### src/rtl/execute_stage_mdu_pkg.sv
// rtl/execute_stage_mdu_pkg.sv - shared encodings and MDU state type for the execute stage
package execute_stage_mdu_pkg;

    localparam logic [31:0] RV_NOP_INST = 32'h0000_0013;

    localparam logic [3:0] ALU_ADD   = 4'd0;
    localparam logic [3:0] ALU_SUB   = 4'd1;
    localparam logic [3:0] ALU_SLL   = 4'd2;
    localparam logic [3:0] ALU_SLT   = 4'd3;
    localparam logic [3:0] ALU_SLTU  = 4'd4;
    localparam logic [3:0] ALU_XOR   = 4'd5;
    localparam logic [3:0] ALU_SRL   = 4'd6;
    localparam logic [3:0] ALU_SRA   = 4'd7;
    localparam logic [3:0] ALU_OR    = 4'd8;
    localparam logic [3:0] ALU_AND   = 4'd9;
    localparam logic [3:0] ALU_PASSB = 4'd10;

    localparam logic [2:0] MD_MUL    = 3'd0;
    localparam logic [2:0] MD_MULH   = 3'd1;
    localparam logic [2:0] MD_MULHSU = 3'd2;
    localparam logic [2:0] MD_MULHU  = 3'd3;
    localparam logic [2:0] MD_DIV    = 3'd4;
    localparam logic [2:0] MD_DIVU   = 3'd5;
    localparam logic [2:0] MD_REM    = 3'd6;
    localparam logic [2:0] MD_REMU   = 3'd7;

    typedef enum logic [1:0] {
        MDU_IDLE = 2'd0,
        MDU_MUL  = 2'd1,
        MDU_DIV  = 2'd2,
        MDU_DONE = 2'd3
    } mdu_state_e;

endpackage

### src/rtl/execute_stage_mdu_mdu_iter.sv
// rtl/execute_stage_mdu_mdu_iter.sv - iterative RV32M multiply/divide unit with start/done handshake
module mdu_iter
    import execute_stage_mdu_pkg::*;
#(
    parameter int XLEN        = 32,
    parameter int MUL_LATENCY = 2
) (
    input  logic            clk,
    input  logic            rst,
    input  logic            flush,
    input  logic            start,
    input  logic [2:0]      op,
    input  logic [XLEN-1:0] a,
    input  logic [XLEN-1:0] b,
    output logic            busy,
    output logic            done,
    output logic [XLEN-1:0] result
);

    localparam int CNT_W    = $clog2(XLEN + MUL_LATENCY) + 1;
    localparam int MUL_LAST = (MUL_LATENCY > 1) ? MUL_LATENCY - 2 : 0;

    mdu_state_e state, state_nxt;

    logic [2:0]      op_r;
    logic [XLEN-1:0] a_r, b_r;
    logic [CNT_W-1:0] cnt;
    logic [XLEN-1:0] rem, quo, dvs;
    logic            div0_r, ovf_r;

    logic            start_signed, a_neg_in, b_neg_in;
    logic [XLEN:0]   shifted, diff;

    assign start_signed = op[2] & ~op[0];
    assign a_neg_in     = start_signed & a[XLEN-1];
    assign b_neg_in     = start_signed & b[XLEN-1];

    // one restoring step: shift next dividend bit into the partial remainder
    assign shifted = {rem, quo[XLEN-1]};
    assign diff    = shifted - {1'b0, dvs};

    always_ff @(posedge clk) begin
        if (rst) begin
            state <= MDU_IDLE;
        end else begin
            state <= state_nxt;
        end
    end

    always_comb begin
        state_nxt = state;
        case (state)
            MDU_IDLE: begin
                if (start) begin
                    if (op[2]) begin
                        state_nxt = MDU_DIV;
                    end else if (MUL_LATENCY == 1) begin
                        state_nxt = MDU_DONE;
                    end else begin
                        state_nxt = MDU_MUL;
                    end
                end
            end
            MDU_MUL:  if (cnt == CNT_W'(MUL_LAST)) state_nxt = MDU_DONE;
            MDU_DIV:  if (div0_r || ovf_r || cnt == CNT_W'(XLEN - 1)) state_nxt = MDU_DONE;
            MDU_DONE: state_nxt = MDU_IDLE;
            default:  state_nxt = MDU_IDLE;
        endcase
        if (flush) begin
            state_nxt = MDU_IDLE;
        end
    end

    always_comb begin
        busy = (state != MDU_IDLE);
        done = (state == MDU_DONE);
    end

    always_ff @(posedge clk) begin
        if (start) begin
            op_r   <= op;
            a_r    <= a;
            b_r    <= b;
            cnt    <= '0;
            rem    <= '0;
            quo    <= a_neg_in ? -a : a;
            dvs    <= b_neg_in ? -b : b;
            div0_r <= op[2] & (b == '0);
            ovf_r  <= start_signed & (a == {1'b1, {(XLEN-1){1'b0}}}) & (&b);
        end else if (state == MDU_MUL) begin
            cnt <= cnt + CNT_W'(1);
        end else if (state == MDU_DIV) begin
            cnt <= cnt + CNT_W'(1);
            if (!diff[XLEN]) begin
                rem <= diff[XLEN-1:0];
                quo <= {quo[XLEN-2:0], 1'b1};
            end else begin
                rem <= shifted[XLEN-1:0];
                quo <= {quo[XLEN-2:0], 1'b0};
            end
        end
    end

    // sign-extending both operands to 2*XLEN makes one modular multiply serve all four MUL ops
    logic            a_sx, b_sx, signed_r;
    logic [2*XLEN-1:0] a_ext, b_ext, prod;
    logic [XLEN-1:0] q_fix, r_fix;

    assign a_sx  = (op_r[1:0] != 2'b11) & a_r[XLEN-1];
    assign b_sx  = (op_r[1:0] == 2'b01) & b_r[XLEN-1];
    assign a_ext = {{XLEN{a_sx}}, a_r};
    assign b_ext = {{XLEN{b_sx}}, b_r};
    assign prod  = a_ext * b_ext;

    assign signed_r = ~op_r[0];

    always_comb begin
        q_fix = (signed_r & (a_r[XLEN-1] ^ b_r[XLEN-1])) ? -quo : quo;
        r_fix = (signed_r & a_r[XLEN-1]) ? -rem : rem;
        if (div0_r) begin
            q_fix = '1;
            r_fix = a_r;
        end else if (ovf_r) begin
            q_fix = a_r;
            r_fix = '0;
        end
        if (op_r[2]) begin
            result = op_r[1] ? r_fix : q_fix;
        end else if (op_r[1:0] == 2'b00) begin
            result = prod[XLEN-1:0];
        end else begin
            result = prod[2*XLEN-1:XLEN];
        end
    end

endmodule

### src/rtl/execute_stage_mdu.sv
// rtl/execute_stage_mdu.sv - execute stage: ALU, branch compare and stalling RV32M unit
module execute_stage_mdu
    import execute_stage_mdu_pkg::*;
#(
    parameter int          XLEN        = 32,
    parameter int          MUL_LATENCY = 2,
    parameter logic [31:0] NOP_INST    = RV_NOP_INST
) (
    input  logic            clk,
    input  logic            rst,
    input  logic            flush,
    input  logic            in_valid,
    output logic            in_ready,
    input  logic [XLEN-1:0] data_a,
    input  logic [XLEN-1:0] data_b,
    input  logic [XLEN-1:0] pc_in,
    input  logic [31:0]     inst_in,
    input  logic [XLEN-1:0] imm,
    input  logic            asel,
    input  logic            bsel,
    input  logic [3:0]      alu_sel,
    input  logic            br_un,
    input  logic            md_en,
    input  logic [2:0]      md_op,
    output logic            br_eq,
    output logic            br_lt,
    output logic [XLEN-1:0] alu_out,
    output logic            out_valid,
    output logic [XLEN-1:0] out_result,
    output logic [XLEN-1:0] out_pc,
    output logic [31:0]     out_inst,
    output logic [XLEN-1:0] out_store_data,
    output logic            mdu_busy
);

    localparam int SHW = $clog2(XLEN);

    logic [XLEN-1:0] alu_a, alu_b;
    logic [SHW-1:0]  shamt;

    assign alu_a = asel ? pc_in : data_a;
    assign alu_b = bsel ? imm : data_b;
    assign shamt = alu_b[SHW-1:0];

    always_comb begin
        alu_out = '0;
        case (alu_sel)
            ALU_ADD:   alu_out = alu_a + alu_b;
            ALU_SUB:   alu_out = alu_a - alu_b;
            ALU_SLL:   alu_out = alu_a << shamt;
            ALU_SLT:   alu_out = {{(XLEN-1){1'b0}}, $signed(alu_a) < $signed(alu_b)};
            ALU_SLTU:  alu_out = {{(XLEN-1){1'b0}}, alu_a < alu_b};
            ALU_XOR:   alu_out = alu_a ^ alu_b;
            ALU_SRL:   alu_out = alu_a >> shamt;
            ALU_SRA:   alu_out = $signed(alu_a) >>> shamt;
            ALU_OR:    alu_out = alu_a | alu_b;
            ALU_AND:   alu_out = alu_a & alu_b;
            ALU_PASSB: alu_out = alu_b;
            default:   alu_out = '0;
        endcase
    end

    assign br_eq = (data_a == data_b);
    assign br_lt = br_un ? (data_a < data_b) : ($signed(data_a) < $signed(data_b));

    logic            accept, mdu_start, mdu_done;
    logic [XLEN-1:0] mdu_result;
    logic [XLEN-1:0] buf_pc, buf_store;
    logic [31:0]     buf_inst;

    assign in_ready  = ~mdu_busy;
    assign accept    = in_valid & in_ready & ~flush;
    assign mdu_start = accept & md_en;

    mdu_iter #(
        .XLEN        (XLEN),
        .MUL_LATENCY (MUL_LATENCY)
    ) u_mdu_iter (
        .clk    (clk),
        .rst    (rst),
        .flush  (flush),
        .start  (mdu_start),
        .op     (md_op),
        .a      (data_a),
        .b      (data_b),
        .busy   (mdu_busy),
        .done   (mdu_done),
        .result (mdu_result)
    );

    always_ff @(posedge clk) begin
        if (mdu_start) begin
            buf_pc    <= pc_in;
            buf_inst  <= inst_in;
            buf_store <= data_b;
        end
    end

    // output slot: a bubble keeps the old payload but marks it invalid and shows a NOP
    always_ff @(posedge clk) begin
        if (rst) begin
            out_valid      <= 1'b0;
            out_result     <= '0;
            out_pc         <= '0;
            out_inst       <= NOP_INST;
            out_store_data <= '0;
        end else if (flush) begin
            out_valid <= 1'b0;
            out_inst  <= NOP_INST;
        end else if (mdu_done) begin
            out_valid      <= 1'b1;
            out_result     <= mdu_result;
            out_pc         <= buf_pc;
            out_inst       <= buf_inst;
            out_store_data <= buf_store;
        end else if (accept && !md_en) begin
            out_valid      <= 1'b1;
            out_result     <= alu_out;
            out_pc         <= pc_in;
            out_inst       <= inst_in;
            out_store_data <= data_b;
        end else begin
            out_valid <= 1'b0;
            out_inst  <= NOP_INST;
        end
    end

endmodule

### config.mk
export PLATFORM = sky130hd
export DESIGN_NAME = execute_stage_mdu
export DESIGN_NICKNAME = d
export VERILOG_FILES = /design/src/rtl/execute_stage_mdu_pkg.sv /design/src/rtl/execute_stage_mdu_mdu_iter.sv /design/src/rtl/execute_stage_mdu.sv
export SDC_FILE = /design/constraint.sdc
export NUM_CORES = 2
export LEC_CHECK = 0
export ABC_AREA = 1
export ABC_CLOCK_PERIOD_IN_PS = 14700
export BUFFER_PORTS_ARGS = -buffer_cell sky130_fd_sc_hd__buf_4
export CORE_MARGIN = 2
export CORE_UTILIZATION = 55
export CTS_CLUSTER_DIAMETER = 80
export DETAILED_ROUTE_END_ITERATION = 8
export PLACE_DENSITY = 0.73
export SYNTH_ARGS = -nofsm -noshare
export SYNTH_HDL_FRONTEND = slang
export SYNTH_SLANG_ARGS = --single-unit
### constraint.sdc
create_clock -name clk -period 14.7 [get_ports clk]
set_clock_uncertainty 0.2 [all_clocks]
set_input_delay 2.205 -clock clk [delete_from_list [all_inputs] [get_ports clk]]
set_output_delay 2.205 -clock clk [all_outputs]
set_load 0.01 [all_outputs]
---- After elaboration in Yosys (flattened, before gate mapping) ----
Cells that the tools add are included.
cells by class
  $add $sub $neg .......................... 8
  $mul .................................... 1
  order comparisons ....................... 4
  equality and inequality tests ........... 22
  shift operators ......................... 3
  mux-type cells .......................... 37
  bitwise operators ....................... 22
  reduce and logical (&&, ||, !) cells .... 19
operators by type and width
  kind                    number
  $mux W32                25
  $pmux W32 S11           1
  $lt A32 B32 Y1          4
  $neg A32 Y32            4
  $mul A33 B33 Y64        1
  $sub A33 B32 Y33        1
  $add A32 B32 Y32        1
  $and A32 B32 Y32        1
  $eq A32 B32 Y1          1
  $eq A32 B32 Y1 const B  1
  $logic_not A32 Y1       1
  $or A32 B32 Y32         1
  $reduce_and A32 Y1      1
  $shl A32 B5 Y32         1
  $shr A32 B5 Y32         1
  $sshr A32 B5 Y32        1
  $sub A32 B32 Y32        1
  $xor A32 B32 Y32        1
  $eq A4 B3 Y1 const B    4
  $mux W7                 2
  $and A1 B1 Y1           13
  $eq A4 B4 Y1 const B    3
  $eq A4 B2 Y1 const B    2
  $mux W2                 4
  21 further kinds        40
storage, ports and cells
  bits in registers ....................... 367
  bits of input ports ..................... 175

---- Depth between registers and ports, before layout ----
  depth after elaboration ................. 8
  gate-level depth with buffers ........... 40
  depth with buffers taken out ............ 39

---- Hierarchy ----
From an unflattened synthesis, not the netlist that was laid out.
second synthesis, totals
  cells, all modules ...................... 10,213
  area, all modules ....................... 73,178.9 um^2
modules (own cells, without submodules)
  module             instances  cells an instance  area each (um^2)  sequential area each (um^2)
  mdu_iter           1          7,087              53,719.0          4,784.6
  execute_stage_mdu  1          3,126              19,459.9          5,465.2

---- Worst setup path before layout ----
Ideal clock, no wire load.
  kind .................................... input port to flip-flop
  start ................................... in flush
  end ..................................... reg u_mdu_iter.quo[1], data pin
  setup time .............................. 0.483 ns
  arrival ................................. 7.479 ns
  data required time ...................... 14.017 ns
  setup slack ............................. 6.537 ns
  stages .................................. 5
  buffers on the path ..................... 1
  cells stage by stage .................... nor3_1 nand2_1 clkinv_1 clkbuf_1 o21ai_0
on the way
  word-level cells in the longest chain between the ends .. 4
ends and longest elaborated chain
  what                    line                              RTL
  start: declaration      execute_stage_mdu.sv:11           input logic flush,
  $not A1 Y1 (no line)    --
  $and A1 B1 Y1           execute_stage_mdu.sv:72           assign accept = in_valid & in_ready & ~flush;
  $and A1 B1 Y1           execute_stage_mdu.sv:73           assign mdu_start = accept & md_en;
  named net mdu_start     execute_stage_mdu.sv:66           logic accept, mdu_start, mdu_done;
  $mux W32                execute_stage_mdu_mdu_iter.sv:80  if (start) begin
  end signal: assignment  execute_stage_mdu_mdu_iter.sv:86  quo <= a_neg_in ? -a : a;
  end signal: assignment  execute_stage_mdu_mdu_iter.sv:96  quo <= {quo[XLEN-2:0], 1'b1};
  end signal: assignment  execute_stage_mdu_mdu_iter.sv:99  quo <= {quo[XLEN-2:0], 1'b0};
  end: declaration        execute_stage_mdu_mdu_iter.sv:28  logic [XLEN-1:0] rem, quo, dvs;
The timed path passes the listed nets, and every way through them passes these cells.
A chain may end at the register's enable or synchronous reset.

---- Final worst setup path ----
  start ................................... reg u_mdu_iter.op_r[1]
  end ..................................... reg out_result[9]
on the way
  word-level cells in the longest chain between the ends .. 6
  elaborated cells on any way between the ends .. 10
ends and longest elaborated chain
  what                                          line                                                                  RTL
  start: declaration                            execute_stage_mdu_mdu_iter.sv:25                                      logic [2:0] op_r;
  start signal: assignment                      execute_stage_mdu_mdu_iter.sv:81                                      op_r <= op;
  $ne A2 B2 Y1 or $eq A2 B1 Y1 (tied branches)  execute_stage_mdu_mdu_iter.sv:109, execute_stage_mdu_mdu_iter.sv:110
  $and A1 B1 Y1, on equally long branches       execute_stage_mdu_mdu_iter.sv:109, execute_stage_mdu_mdu_iter.sv:110
  $mul A33 B33 Y64                              execute_stage_mdu_mdu_iter.sv:113                                     assign prod = a_ext * b_ext;
  $mux W32                                      execute_stage_mdu_mdu_iter.sv:129                                     end else if (op_r[1:0] == 2'b00) begin
  $mux W32 (*)                                  execute_stage_mdu_mdu_iter.sv:127                                     if (op_r[2]) begin
  $mux W32 (*)                                  execute_stage_mdu.sv:110                                              end else if (mdu_done) begin
  end signal: assignment                        execute_stage_mdu.sv:112                                              out_result <= mdu_result;
  end signal: assignment                        execute_stage_mdu.sv:118                                              out_result <= alu_out;
  end: declaration                              execute_stage_mdu.sv:29                                               output logic [XLEN-1:0] out_result,
Mark *: on every way between the ends. The rest lies on a longest branch, timed or not.

==> results by group <==
Synth
  – Sequential share of the synthesized area: about an eighth
  – Count of cell types in the netlist: 57
  – Top cells by area, synth: fa_1, nand2_1, inv_1, edfxtp_1, ha_1
  – Number of synthesized flops with an enable pin: approximately 200
  – Synth Cell Area: 72400 um2
  – Post-synthesis adder-cell area fraction: about 38%
  – Compound-gate portion of the synthesized area: under 10%
  – Xor/xnor share of the synthesized area: 1.14%
  – Post-synthesis mux area share: 0%
  – Syn Inst Count: slightly above 10000
  – Net count after synthesis: ~12000
  – Simple-gate portion of the synthesized area: a little over a quarter
  – Largest family of logic cells by synthesized area: adder cells
  – Top-area cell type share of the netlist area: 31.2%
  – Main flop type after synthesis: edfxtp_1
  – Synth top cells by count: nand2_1, inv_1, fa_1
  – Most frequent cell after synthesis: nand2_1
  – Async SR Flop Fraction: 0%
  – Synth Area per Inst: between 7 and 8 um2
  – Post-synthesis register bit count: 366
  – Yosys warning total: 0
  – Area leader, netlist: fa_1

Timing
  – Final WS setup: approximately 4700 ps
  – WHS: approximately 270 ps
  – Setup TNS: 0 ps
  – Actual slew at the worst max-slew pin: roughly 1500 ps
  – Final min period: roughly 10000 ps
  – FMAX: 100 MHz
  – RSZ-0062 raised after global routing: false
  – Final period utilization: between 60 and 70%
  – Max-slew violation count: 0
  – Setup violators final: 0
  – Final count of hold timing violations: 0
  – Slew headroom: under 10%

CTS
  – Post-CTS Resized: 0
  – Total CTS buffers: 46
  – Clk slew on worst S/H paths: around 60 ps
  – Root Driver: clkbuf_16
  – Clock Path Buffers: 3
  – Hold_buf cts: 0
  – CTS tree: built
  – Clock H-tree levels: 2
  – Clk Latency, worst-skew pair: approximately 660 ps
  – TritonCTS Sinks: around 370
  – Postcts setup bufs: 0

Run status
  – Failing checks: design-rule violations
  – Status: finished with violations

Worst setup path
  – CP dominant cell by count: fa_1
  – Critical Path Fanout Max: 15
  – Worst path slowest cell: edfxtp_1
  – CP peak stage delay: 670 ps
  – Critical Path AT: roughly 10000 ps
  – Worst EP required: around 15000 ps
  – Critical path startpoint: u_mdu_iter.op_r[1]
  – CP Capture Point: out_result[9]
  – R2R Setup Slk: around 4700 ps
  – R2r startpoint: u_mdu_iter.op_r[1]
  – Critical Path Start Type: flop
  – Crit end category: flop
  – R2R depth: 31
  – FF-to-FF End: out_result[9]
  – Critical path class: flop to flop

Die
  – Die Area: 135000 um2
  – Die width: 367 um
  – IO Count: 340
  – Area of the core: about 130000 um2
  – Starting Density: a little under three fifths
  – Chip height: around 370 um
  – Site Rows: approximately 130

Route
  – Via count: 73767
  – Post-Route WL: ~330000 um
  – DR WL/cell: roughly 27 um
  – ANT nets after route: 0
  – Starting DRT DRC Count: approximately 10000
  – Total iterations of the first detailed-routing run: 9
  – Residual DRC: 4
  – Vias per cell: between 6 and 7

Global route
  – First-pass GRT wire length: 477000 um
  – Antenna violations before repair: 44
  – GRT Util Overall: 48.6%
  – Total gr overflow: 0
  – Largest net degree at the start of global routing: 100
  – Vias in the first global route: 73850

Worst hold path
  – Hold crit path type: flop to flop

Place
  – Placed insts: between 10000 and 15000
  – Port bufs: 339
  – GPL Wtd Cong: ~1.1
  – Post-DP HPWL: approximately 270000 um
  – DP Worst Slack: between 5000 and 6000 ps

Flow run
  – Max-cap violation count: 0

Cells and area
  – Nets: 12040
  – Synth-to-Final Area Change: 7.53%
  – Fin cells: between 10000 and 15000
  – Share of cells above drive strength 1: ~6.4%
  – Filler cells: about 12000
area by class of cell:
class                   instances  area [um2]  share of cell area (%)
diodes                         23        57.6                  0.0739
clock buffers                  59        1250                    1.60
flip-flops and latches        366        9290                    11.9
clock inverters                27         330                   0.424
multi-input cells            7185       52600                    67.5
repair buffers                485        3640                    4.68
inverters                    2268        8530                    10.9
well taps                    1755        2200                    2.82
worst max-delay path: cells and delay by family, from the launching register on:
kind	cells	cell delay [ps]
flip-flops	1	670
AND/OR/NAND/NOR	12	2450
adder cells (fa/ha/maj)	9	4470
AO/OA/AOI/OAI	3	890
buffers and inverters	7	1210
state kept, by name, summed over array words and instances (netlist names), 7 cells and up:
| name | count |
|---|---|
| out_result | 32 |
| buf_inst | 32 |
| out_store_data | 32 |
| u_mdu_iter.quo | 32 |
| out_pc | 32 |
| out_inst | 32 |
| u_mdu_iter.cnt | 7 |
| buf_pc | 32 |
| u_mdu_iter.dvs | 32 |
| u_mdu_iter.rem | 32 |
| u_mdu_iter.a_r | 32 |
| u_mdu_iter.b_r | 31 |
routing by layer:
layer | up-vias | GRT usage, % | wire length [um]
li1 | 31268 | - | -
met1 | 35119 | 59.9 | 117000
met2 | 5803 | 70.6 | 137000
met3 | 1549 | 17.5 | 48300
met4 | 28 | 34.1 | 28900
met5 | - | 0 | 177
how the worst min path moves through the flow:
stage	start	end	slack, ps	depth (start not counted)
3_5_place_dp	buf_inst[1]	out_inst[1]	250	2
4_1_cts	out_result[4]	out_result[4]	270	2
2_1_floorplan	buf_inst[0]	out_inst[0]	240	2
6_report	out_result[4]	out_result[4]	270	2
5_1_grt	out_result[4]	out_result[4]	290	2
3_3_place_gp	out_result[31]	out_result[31]	260	2
per-stage QoR:
step                util [%]  cell area, um2
finish                  59.4           77900
global route            59.4           77800
CTS                     59.3           77800
detailed placement      58.1           76200
global placement        58.1           76200
floorplan                  -           72400
cells in the final DEF, fill, tap and decap left out, drive strengths merged, types with 196 or more instances in the layout:
cell	count
a21oi	347
inv	2265
o21ai	399
buf	485
ha	385
nand3	707
nand2	3028
edfxtp	196
fa	1128
nor2	580
cells by family (layout without fill, tap and decap cells):
kind of cell,Yosys count,count (layout)
compound gates,982,982
xor+xnor,94,94
fa+ha+maj,1513,1513
buf+inv,2771,2839
flops,366,366
other cells,0,23
simple gates,4596,4596
Power is left out: the tool's default activity adds up to more than one toggle a clock period on the data nets, which glitch-free logic cannot reach.
